`config.mk`:
```
export PLATFORM = sky130hd
export DESIGN_NAME = alarm_key_ctrl
export DESIGN_NICKNAME = d
export VERILOG_FILES = /design/src/rtl/alarm_pkg.sv /design/src/rtl/key_debounce.sv /design/src/rtl/alarm_key_ctrl.sv
export SDC_FILE = /design/constraint.sdc
export NUM_CORES = 1
export LEC_CHECK = 0
export CORE_ASPECT_RATIO = 0.8
export CORE_MARGIN = 4
export CORE_UTILIZATION = 55
export DETAILED_ROUTE_END_ITERATION = 12
export PLACE_DENSITY = 0.77
export SLEW_MARGIN = 20
export SYNTH_ARGS = -nofsm -noshare
export SYNTH_HDL_FRONTEND = slang
export SYNTH_HIERARCHICAL = 1
export SYNTH_SLANG_ARGS = --single-unit
```
`constraint.sdc`:
```
create_clock -name Clk -period 2.4 [get_ports Clk]
set_clock_uncertainty 0.2 [all_clocks]
set_input_delay 0.6 -clock Clk [delete_from_list [all_inputs] [get_ports Clk]]
set_output_delay 0.6 -clock Clk [all_outputs]
set_load 0.05 [all_outputs]
```
`src/rtl/alarm_pkg.sv`:
```
// Shared definitions for the alarm-time edit path: field encodings,
// default timing constants and small helpers used by the key controller.
package alarm_pkg;

  // One-hot field select values (000 = not editing)
  localparam logic [2:0] FLD_NONE = 3'b000;
  localparam logic [2:0] FLD_SEC  = 3'b001;
  localparam logic [2:0] FLD_MIN  = 3'b010;
  localparam logic [2:0] FLD_HOUR = 3'b100;

  // Bit positions in cnt_inc / cnt_dec, shared with the alarm setter
  localparam int FIDX_SEC  = 0;
  localparam int FIDX_MIN  = 1;
  localparam int FIDX_HOUR = 2;

  // Default timing in clk cycles at 50 MHz
  localparam int DEF_DEB_CYCLES    = 1_000_000;   // 20 ms
  localparam int DEF_HOLD_CYCLES   = 25_000_000;  // 500 ms
  localparam int DEF_REPEAT_CYCLES = 5_000_000;   // 100 ms

  typedef enum logic [1:0] {
    ST_IDLE = 2'd0,
    ST_SEC  = 2'd1,
    ST_MIN  = 2'd2,
    ST_HOUR = 2'd3
  } field_e;

  typedef enum logic [1:0] {
    REP_NONE = 2'd0,
    REP_UP   = 2'd1,
    REP_DOWN = 2'd2
  } rep_e;

  function automatic logic [2:0] field_onehot(input field_e f);
    case (f)
      ST_SEC:  return FLD_SEC;
      ST_MIN:  return FLD_MIN;
      ST_HOUR: return FLD_HOUR;
      default: return FLD_NONE;
    endcase
  endfunction

  function automatic field_e next_field(input field_e f);
    case (f)
      ST_IDLE: return ST_SEC;
      ST_SEC:  return ST_MIN;
      ST_MIN:  return ST_HOUR;
      default: return ST_IDLE;
    endcase
  endfunction

  // Bits needed to hold the larger of the two repeat intervals
  function automatic int timer_width(input int a, input int b);
    return $clog2(((a > b) ? a : b) + 1);
  endfunction

endpackage

```
`src/rtl/key_debounce.sv`:
```
// Two-FF synchronizer plus stable-level debouncer for one active-low key.
// o_press strobes for one cycle when the debounced level falls, but only
// once the key has been seen released since reset, so a key held through
// reset never produces a press.
module key_debounce
  import alarm_pkg::*;
#(
  parameter int DEB_CYCLES = DEF_DEB_CYCLES
) (
  input  logic Clk,
  input  logic Reset_n,
  input  logic i_key_n,
  output logic o_level,
  output logic o_press
);

  localparam int CW = $clog2(DEB_CYCLES + 1);

  logic          r_sync1;
  logic          r_sync2;
  logic          r_level;
  logic          r_press;
  logic          r_armed;
  logic [CW-1:0] r_cnt;

  // Synchronizer starts at "pressed" so the first settled sample decides arming
  always_ff @(posedge Clk or negedge Reset_n) begin
    if (!Reset_n) begin
      r_sync1 <= 1'b0;
      r_sync2 <= 1'b0;
    end else begin
      r_sync1 <= i_key_n;
      r_sync2 <= r_sync1;
    end
  end

  // Accept a new level after it has persisted; any bounce restarts the count
  always_ff @(posedge Clk or negedge Reset_n) begin
    if (!Reset_n) begin
      r_level <= 1'b1;
      r_cnt   <= '0;
      r_press <= 1'b0;
      r_armed <= 1'b0;
    end else begin
      r_press <= 1'b0;
      if (r_sync2 == r_level) begin
        r_cnt <= '0;
      end else if (r_cnt == CW'(DEB_CYCLES)) begin
        r_cnt   <= '0;
        r_level <= r_sync2;
        r_press <= r_armed & ~r_sync2;
      end else begin
        r_cnt <= r_cnt + 1'b1;
      end
      if (r_level && r_sync2) begin
        r_armed <= 1'b1;
      end
    end
  end

  assign o_level = r_level;
  assign o_press = r_press;

endmodule

```
`src/rtl/alarm_key_ctrl.sv`:
```
// Front-panel edit controller: field-select FSM, hold-to-repeat timer and
// per-field increment/decrement pulse encoding.
//
// state   | meaning
// ST_IDLE | not editing, up/down ignored
// ST_SEC  | editing seconds (bit 0)
// ST_MIN  | editing minutes (bit 1)
// ST_HOUR | editing hours   (bit 2)
module alarm_key_ctrl
  import alarm_pkg::*;
#(
  parameter int DEB_CYCLES    = DEF_DEB_CYCLES,
  parameter int HOLD_CYCLES   = DEF_HOLD_CYCLES,
  parameter int REPEAT_CYCLES = DEF_REPEAT_CYCLES
) (
  input  logic       Clk,
  input  logic       Reset_n,
  input  logic       Key_sel_n,
  input  logic       Key_up_n,
  input  logic       Key_down_n,
  output logic [2:0] cnt_inc,
  output logic [2:0] cnt_dec,
  output logic [2:0] Field_sel
);

  localparam int TW = timer_width(HOLD_CYCLES, REPEAT_CYCLES);

  logic w_sel_level_unused;
  logic w_sel_press;
  logic w_up_lvl, w_up_press;
  logic w_dn_lvl, w_dn_press;

  key_debounce #(.DEB_CYCLES(DEB_CYCLES)) u_deb_sel (
    .Clk(Clk), .Reset_n(Reset_n), .i_key_n(Key_sel_n),
    .o_level(w_sel_level_unused), .o_press(w_sel_press)
  );
  key_debounce #(.DEB_CYCLES(DEB_CYCLES)) u_deb_up (
    .Clk(Clk), .Reset_n(Reset_n), .i_key_n(Key_up_n),
    .o_level(w_up_lvl), .o_press(w_up_press)
  );
  key_debounce #(.DEB_CYCLES(DEB_CYCLES)) u_deb_dn (
    .Clk(Clk), .Reset_n(Reset_n), .i_key_n(Key_down_n),
    .o_level(w_dn_lvl), .o_press(w_dn_press)
  );

  field_e        r_field,  w_field_nxt;
  rep_e          r_rep,    w_rep_nxt;
  logic [TW-1:0] r_timer,  w_timer_nxt;
  logic [2:0]    r_inc,    w_inc_nxt;
  logic [2:0]    r_dec,    w_dec_nxt;
  logic [2:0]    r_fsel;
  logic [2:0]    w_fmask;

  // Priority: select, then both-held abort, then fresh press, then repeat
  always_comb begin
    w_field_nxt = r_field;
    w_rep_nxt   = r_rep;
    w_timer_nxt = r_timer;
    w_inc_nxt   = '0;
    w_dec_nxt   = '0;
    w_fmask     = field_onehot(r_field);
    if (w_sel_press) begin
      w_field_nxt = next_field(r_field);
      w_rep_nxt   = REP_NONE;
      w_timer_nxt = '0;
    end else if (!w_up_lvl && !w_dn_lvl) begin
      w_rep_nxt   = REP_NONE;
      w_timer_nxt = '0;
    end else if (r_field != ST_IDLE && w_up_press) begin
      w_inc_nxt   = w_fmask;
      w_rep_nxt   = REP_UP;
      w_timer_nxt = TW'(HOLD_CYCLES - 1);
    end else if (r_field != ST_IDLE && w_dn_press) begin
      w_dec_nxt   = w_fmask;
      w_rep_nxt   = REP_DOWN;
      w_timer_nxt = TW'(HOLD_CYCLES - 1);
    end else if (r_rep != REP_NONE) begin
      if ((r_rep == REP_UP && w_up_lvl) || (r_rep == REP_DOWN && w_dn_lvl)) begin
        w_rep_nxt   = REP_NONE;
        w_timer_nxt = '0;
      end else if (r_timer == '0) begin
        if (r_rep == REP_UP) w_inc_nxt = w_fmask;
        else                 w_dec_nxt = w_fmask;
        w_timer_nxt = TW'(REPEAT_CYCLES - 1);
      end else begin
        w_timer_nxt = r_timer - 1'b1;
      end
    end
  end

  // State and registered outputs
  always_ff @(posedge Clk or negedge Reset_n) begin
    if (!Reset_n) begin
      r_field <= ST_IDLE;
      r_rep   <= REP_NONE;
      r_timer <= '0;
      r_inc   <= '0;
      r_dec   <= '0;
      r_fsel  <= FLD_NONE;
    end else begin
      r_field <= w_field_nxt;
      r_rep   <= w_rep_nxt;
      r_timer <= w_timer_nxt;
      r_inc   <= w_inc_nxt;
      r_dec   <= w_dec_nxt;
      r_fsel  <= field_onehot(w_field_nxt);
    end
  end

  assign cnt_inc   = r_inc;
  assign cnt_dec   = r_dec;
  assign Field_sel = r_fsel;

endmodule

```
Word level (Yosys, flattened, before mapping)
Index checks and enable logic that the tools add are counted.

word-level totals
  register bits after elaboration = 113
  latch bits = 0
  RAM bits = 0
  bits in read-only memories = 0
  input port bits = 5
  output and inout bits = 9
  memories kept = 0

operators by class
  $add $sub $neg = 4
  multiply operators = 0
  div/mod/pow operators = 0
  magnitude comparators = 0
  equality and inequality tests = 14
  shifts and indexed selects = 0
  mux-type cells = 45
  bitwise operators = 9
  reduce and logical (&&, ||, !) cells = 21

operators with widths
  cell                     number
  $mux W25                 7
  $mux W20                 6
  $add A20 B1 Y20 const B  3
  $eq A20 B20 Y1 const B   3
  $mux W3                  16
  $logic_not A25 Y1        1
  $sub A25 B1 Y25 const B  1
  $pmux W3 S3              2
  $mux W2                  7
  $eq A2 B2 Y1 const B     5
  $reduce_bool A5 Y1       2
  $logic_and A1 B1 Y1      8
  $reduce_and A2 Y1        4
  $eq A2 B1 Y1 const B     3
  $mux W1                  6
  $not A1 Y1               6
  $pmux W2 S3              1
  $reduce_bool A2 Y1       2
  $and A1 B1 Y1            3
  $eq A1 B1 Y1             3
  $logic_not A1 Y1         2
  $logic_not A2 Y1         1
  $logic_or A1 B1 Y1       1

Depth between registers and ports, before layout
Gate-level depths: netlist of the first run.

  depth after elaboration = 10
  mapped depth = 8

Hierarchy
Netlist of the first run, hierarchy kept.

modules (own cells, without submodules)
  module          times used  cells an instance  area an instance (um^2)  sequential area each (um^2)
  key_debounce    3           122                1203.7                   626.9
  alarm_key_ctrl  1           233                2170.8                   950.9

Worst setup path before layout of the first run
No wires, ideal clock.

  path type = register -> register
  from = register r_timer[0]
  to = register r_timer[16]
  data arrival time = 2022 ps
  data required time = 2074 ps
  slack = 52 ps
  stages on the path, launching flop included = 9
  path buffers = 1
  clock period less this slack = 2348 ps
  cells stage by stage = dfrtp_1 -> inv_1 -> ha_1 -> or3b_2 -> nor2_2 -> and3_1 -> buf_6 -> nor2_2 -> a221o_1

between the ends
  word-level cells in the longest chain between the ends = 8
  elaborated cells on any way between the ends = 9
  classes of those cells = add/sub (1); mux (7); reduce/logical (1)

ends and longest elaborated chain
  item                                                         RTL line                                    text
  start: declaration                                           alarm_key_ctrl.sv:48                        logic [TW-1:0] r_timer, w_timer_nxt;
  start signal: assignment                                     alarm_key_ctrl.sv:103                       r_timer <= w_timer_nxt;
  $sub A25 B1 Y25 / $logic_not A25 Y1 (equally long branches)  alarm_key_ctrl.sv:86, alarm_key_ctrl.sv:81
  $mux W25 *                                                   alarm_key_ctrl.sv:81                        end else if (r_timer == '0) begin
  $mux W25 *                                                   alarm_key_ctrl.sv:78                        if ((r_rep == REP_UP && w_up_lvl) || (r_rep == REP_DOWN && w_dn_lvl)) begin
  $mux W25 *                                                   alarm_key_ctrl.sv:77                        end else if (r_rep != REP_NONE) begin
  $mux W25 *                                                   alarm_key_ctrl.sv:73                        end else if (r_field != ST_IDLE && w_dn_press) begin
  $mux W25 *                                                   alarm_key_ctrl.sv:69                        end else if (r_field != ST_IDLE && w_up_press) begin
  $mux W25 *                                                   alarm_key_ctrl.sv:66                        end else if (!w_up_lvl && !w_dn_lvl) begin
  $mux W25 *                                                   alarm_key_ctrl.sv:62                        if (w_sel_press) begin

Mark *: on every way between the ends. The rest lies on a longest branch, timed or not. The select of a mux whose other input is x is not followed.
A chain may end at the register's enable or synchronous reset.

Worst setup path after layout of the first run
  from = register r_fsel[2], in the netlist Field_sel[2]
  to = output Field_sel[2]

RTL lines
  item                      RTL line               text
  start: declaration        alarm_key_ctrl.sv:51   logic [2:0] r_fsel;
  start signal: assignment  alarm_key_ctrl.sv:106  r_fsel <= field_onehot(w_field_nxt);
  end: declaration          alarm_key_ctrl.sv:23   output logic [2:0] Field_sel

No word-level cell between the ends.

==> results of run 1 <==
registers in the layout, indices dropped and copies added (netlist names), 2 cells and up:
register	cells
r_timer	25
cnt_dec	3
u_deb_sel/r_cnt	20
u_deb_dn/r_cnt	20
r_rep	2
Field_sel	3
u_deb_up/r_cnt	20
r_field	2
cnt_inc	3
worst paths after layout:
path	startpoint	to	slack, ns	depth (start not counted)
max reg2reg	r_timer[0]	r_timer[17]	0.06	6
max in group asynchronous	Reset_n	u_deb_sel/r_cnt[9]	1.38	2
min reg2reg	u_deb_dn/r_sync1	u_deb_dn/r_sync2	0.15	0
min	Reset_n	u_deb_up/r_sync2	0.0003	1
max	Field_sel[2]	Field_sel[2]	0.05	1
min in group Clk	u_deb_dn/r_sync1	u_deb_dn/r_sync2	0.15	0
timing repair:
action	4_1_cts	5_1_grt
cloned	0	0
hold endpoints to repair	0	0
pin swaps	0	2
setup endpoints to repair	16	21
resized for setup	3	14
buffers inserted	0	2
cell type report:
cell class	instances	area share (%)
flip-flops and latches	113	40.2
well taps	140	2.49
repair buffers	53	6.47
clock buffers	24	7.13
inverters	35	1.87
multi-input cells	432	39.7
clock inverters	8	2.11
metal layers:
metal	GRT usage [%]	part of all wire (%)
met1	31.9	45
met3	5.34	5.5
met4	8.00	1.0
met5	0	0
met2	36.5	48
stage by stage:
step	TNS, ns	worst slack (ns)	hold WS [ns]	util, %
5_1_grt	0	0.00444	0.0258	68.8
3_3_place_gp	0	0.0138	0.137	61.6
6_report	0	0.0501	0.000344	68.8
4_1_cts	0	0.00760	0.00888	68.1
2_1_floorplan	0	0.0522	0.104	-
3_5_place_dp	-1.04	-0.0910	0.138	61.6
cells by family after synthesis:
logic type / after synthesis / share of synthesized area, %
AO/OA/AOI/OAI: 106 / 11.6
multiplexers: 3 / 0.584
AND/OR/NAND/NOR: 270 / 26.0
buffers and inverters: 54 / 3.81
flip-flops: 113 / 49.0
XOR/XNOR: 38 / 5.76
adder cells (fa/ha/maj): 15 / 3.25
power breakdown:
group	internal, µW	switching [µW]
registers	1930	19.3
logic	36.0	76.6
clock network	1870	863
total	3840	959
layout by cell type (no fill, tap or decap), types with 4 or more instances in the layout:
cell             netlist  final
ha_1                  15     15
nor3_1                11     10
nor4_1                19     19
clkdlybuf4s50_1        0     11
nor2_1                82     81
xnor2_1               30     30
nand2_1               32     32
clkbuf_8               0      5
buf_4                  0     39
nor4bb_1               4      4
nand4_1               18     18
or2_2                  9      9
bufinv_16              0      4
inv_1                 35     35
a21oi_1               31     30
dfrtp_1              110    110
clkbuf_16              0     17
or4_1                 17     17
a21o_1                 5      5
nor3b_1                5      4
nand3_1               24     24
nand3_2                6      6
and4b_1                5      4
a221o_1                7      7
or3_1                 16     15
xor2_1                 8      8
o21ai_0               34     30
a211o_1                6      6
o31ai_1                9      9
worst reg2reg max path, delay by kind of cell (launching register included):
kind                   cells  cell delay (ns)
AOI/OAI and AO/OA          2             0.46
buffers and inverters      1             0.15
DFF                        1             0.37
and+or+nand+nor            3             1.06
==> reports/qor.csv, run 1 <==
stage,metric,value,unit
synth,post-synth top area cell,dfrtp_1,
sta,relative slew slack,53.1,%
critical_path,cell family with most CP delay,buffers and inverters,
synth,Post-Synthesis Cell Area,5780,µm²
final_layout,"Area growth, synth to finish",21.8,%
sta,Slew @ Worst Pin,0.703,ns
synth,top area cells in the synthesized netlist,"dfrtp_1, nor2_1, xnor2_1",
synth,sequential fraction of the synthesis area,49.0,%
sta,Max Slew Vio Count,0,
floorplan,Rows,33,
critical_path,CP Cell Sequence,clkdlybuf4s50_1,
route,first-pass detailed-route iteration total,5,
final_layout,Finished Layout Cells,805,
global_route,GR Util All Layers,23.3,%
synth,top-count cell post-synth,dfrtp_1,
route,DR iter-0 viols,311,
clocking,Clock Latency Late Sink,0.41,ns
synth,"Top FF cell, synth",dfrtp_1,
route,Residual DRC,0,
global_route,grt ovf,0,
final_layout,layout filler cell count,788,
critical_path,"Data required, critical path",1.60,ns
global_route,pin count of the biggest net entering global routing,45,
critical_path,"Max FO, Critical Path",1,
clocking,TritonCTS buffer count,17,
pwr,leakage,0.00305,µW
placement,Post-DP Area,6310,µm²
route,routed via count,4792,
flow_run,max_cap viols,0,
clocking,Clock Tree Root,clkbuf_16,
clocking,CTS tree,yes,
global_route,first-pass GRT wire length,22.7,mm
synth,synthesized net count,619,
critical_path,slowest cell delay on critical path,0.81,ns
clocking,H-tree depth,4,
clocking,clock slew at reported path FFs,0.05,ns
synth,Synth top area share,47.6,%
sta,Final Hold Vio Count,0,
sta,unrepaired setup endpoints after global routing,false,
final_layout,NumNets Final,672,
critical_path,crit start category,register,
synth,Synth cell types,54,
route,DRT Wirelength,13.2,mm
synth,"top cells by count, synth","dfrtp_1, nor2_1, inv_1",
pwr,worst vdd ir,0.566,mV
floorplan,Die Footprint,12200,µm²
sta,Finish-stage setup viols,0,
final_layout,FF+latch area,2830,µm²
route,via/cell ratio,5.95,
route,Routed WL per cell,16.4,µm
pwr,Pwr Density,681,nW/µm²
synth,Yosys warning count,6,
critical_path,Setup crit end kind,primary output,
final_layout,share of post-route cells with drive strength above 1,17.1,%
floorplan,CORE AREA,10200,µm²
synth,Avg Inst Size Synth,9.65,µm²
synth,fraction of registers with async set/reset,100,%
final_layout,cell area after layout,7040,µm²
route,post-route ant nets,0,
pwr,Pwr Total,4790,µW
outcome,outcome,finished clean,
floorplan,Top-Level Pins,14,
sta,Final min period,2.35,ns
placement,# port buffers,13,
floorplan,die outline height,99.7,µm
final_layout,ANT cells,0,
critical_path,critical path arrival,1.55,ns
synth,number of synthesized flops with an enable pin,0,
clocking,worst-case clock buffer depth,2,
synth,Mapped Cells,599,
critical_path,WS Path Type,register to primary output,
clocking,cts hold-fix bufs,0,
placement,DPL Wire Length,8.85,mm
placement,Placer Congestion,0.916,
hold_path,hold crit path type,primary input to asynchronous set/reset pin,
floorplan,Die X-Extent,123,µm
critical_path,worst path bufs/invs,1,
sta,fin crit share,97.9,%
clocking,number of clock sinks,113,
synth,register bit count reported by yosys,113,
floorplan,Initial Utilization,56.5,%
global_route,vias in the first global route,4681,
placement,placed cell count,771,
sta,f_max,0.426,GHz
critical_path,"Slowest-stage cell, CP",clkdlybuf4s50_1,
final_layout,area occupied by multi-input gates,2800,µm²
global_route,initial antenna violation count,0,
(Power assumes the default switching activity.)
==> run 2: changes to the inputs <==
--- a/config.mk
+++ b/config.mk
@@ -6,7 +6,6 @@
 export NUM_CORES = 1
 export LEC_CHECK = 0
 export CORE_ASPECT_RATIO = 0.8
-export CORE_MARGIN = 4
 export CORE_UTILIZATION = 55
 export DETAILED_ROUTE_END_ITERATION = 12
 export PLACE_DENSITY = 0.77
==> reports/qor.csv, run 2 (synthesis gave the netlist of run 1 again) <==
stage,metric,value,unit
outcome,outcome,finished clean,
placement,placed cell count,770,
pwr,Pwr Total,4760,µW
hold_path,sink of the worst hold path,u_deb_dn/r_sync2,
route,first-pass detailed-route iteration total,5,
global_route,vias in the first global route,4673,
critical_path,"Data required, critical path",1.60,ns
route,DR iter-0 viols,282,
global_route,pin count of the biggest net entering global routing,37,
sta,Finish-stage setup viols,0,
clocking,Clock Tree Root,clkbuf_16,
sta,relative slew slack,48.8,%
sta,Slew @ Worst Pin,0.767,ns
clocking,CTS tree,yes,
final_layout,Finished Layout Cells,804,
floorplan,Die Footprint,10900,µm²
critical_path,R2R Path End,r_timer[19],
critical_path,cell family with most CP delay,buffers and inverters,
route,routed via count,4733,
critical_path,"Max FO, Critical Path",1,
sta,f_max,0.423,GHz
critical_path,worst r2r src,r_timer[0],
critical_path,slowest cell delay on critical path,0.81,ns
placement,DPL Wire Length,8.78,mm
sta,Final Hold Vio Count,0,
critical_path,worst path bufs/invs,1,
pwr,Pwr Density,678,nW/µm²
hold_path,hold crit path type,register to register,
critical_path,WS Path Type,register to primary output,
critical_path,crit start category,register,
floorplan,Top-Level Pins,14,
final_layout,NumNets Final,671,
final_layout,most frequent cells in the layout,"dfrtp_1, nor2_1, buf_4, inv_1, nand2_1",
sta,TNS Setup,0,ns
sta,Max Slew Vio Count,0,
clocking,Clock Latency Late Sink,0.41,ns
sta,fin crit share,98.4,%
floorplan,Die X-Extent,117,µm
hold_path,min-delay src,u_deb_dn/r_sync1,
route,Residual DRC,0,
global_route,grt ovf,0,
final_layout,share of post-route cells with drive strength above 1,16.4,%
critical_path,Setup crit end kind,primary output,
placement,Placer Congestion,0.898,
placement,# port buffers,13,
final_layout,"most common cell after layout, fill and taps aside",dfrtp_1,
floorplan,CORE AREA,10200,µm²
final_layout,"Area growth, synth to finish",21.5,%
floorplan,Rows,33,
sta,Final min period,2.36,ns
route,DRT Wirelength,13.1,mm
final_layout,ANT cells,0,
floorplan,Initial Utilization,56.5,%
route,Routed WL per cell,16.3,µm
critical_path,internal reg-to-reg setup slack,0.04,ns
final_layout,Largest Register,r_timer,
route,via/cell ratio,5.89,
pwr,leakage,0.00306,µW
placement,pre-CTS setup slack,-0.0172,ns
hold_path,Worst Hold Depth,0,
clocking,number of clock sinks,113,
final_layout,max reg flops,25,
floorplan,die outline height,93.7,µm
clocking,TritonCTS buffer count,17,
critical_path,worst r2r path cells,6,
global_route,GR Util All Layers,27.3,%
clocking,worst-case clock buffer depth,2,
global_route,first-pass GRT wire length,22.6,mm
global_route,initial antenna violation count,0,
clocking,clock slew at reported path FFs,0.05,ns
final_layout,Layout Utilization,68.6,%
sta,"Worst Setup Slack, final",0.0384,ns
critical_path,critical path arrival,1.56,ns
pwr,worst vdd ir,0.508,mV
critical_path,"Slowest-stage cell, CP",clkdlybuf4s50_1,
clocking,H-tree depth,4,
sta,unrepaired setup endpoints after global routing,true,
critical_path,CP Cell Sequence,clkdlybuf4s50_1,
route,post-route ant nets,0,
flow_run,max_cap viols,0,
run 2: cell types whose count changed in the layout (fill, tap and decap cells not counted), moves of 2 or more:
cell,change
buf_4,-3
buf_6,+2
clkbuf_1,+3
clkinvlp_4,-2
run 2: power by group:
part	switching (µW)	internal (µW)	leakage (µW)	total, µW
clock	829	1870	0.000312	2700
combinational	78.6	36.6	0.00120	115
sequential	19.3	1930	0.00155	1950
total	926	3840	0.00306	4760
run 2: area by class of cell:
| cell class | count | area (µm²) |
|---|---|---|
| multi-input combinational | 432 | 2800 |
| fill | 783 | 3220 |
| sequential | 113 | 2830 |
| timing repair buffer | 52 | 448 |
| inverter | 35 | 131 |
| clock inverter | 5 | 125 |
| clock buffer | 27 | 513 |
| tap | 140 | 175 |
run 2: routing by layer:
metal	track usage, %	routed length (µm)	vias to the layer above
met1	36.3	5830	2319
met4	8.54	142	0
met5	0	0	-
met3	7.35	663	14
met2	43.5	6460	148
li1	-	-	2252
run 2: worst max-delay path by stage:
stage | slack, ns | from | to | depth (start not counted)
CTS | -0.002 | r_field[1] | r_timer[13] | 5
detailed placement | -0.02 | r_timer[1] | r_timer[16] | 7
floorplan | 0.05 | r_timer[0] | r_timer[16] | 8
finish | 0.04 | Field_sel[2] | Field_sel[2] | 1
global placement | 0.07 | r_timer[8] | r_timer[19] | 5
global route | -0.05 | r_timer[0] | r_timer[19] | 6
run 2: metrics by stage:
step | hold WS, ns | area (µm²)
6_report | 0.154 | 7020
5_1_grt | 0.157 | 7020
4_1_cts | 0.152 | 6950
2_1_floorplan | 0.104 | 5780
3_5_place_dp | 0.139 | 6290
3_3_place_gp | 0.134 | 6290
run 2: what timing repair did:
action                     in CTS  in global routing
setup endpoints to repair       4                 23
setup buffers                   0                  1
pin swaps                       0                  5
hold endpoints to repair       31                  0
hold buffers                    1                  0
resized for setup               3                 16
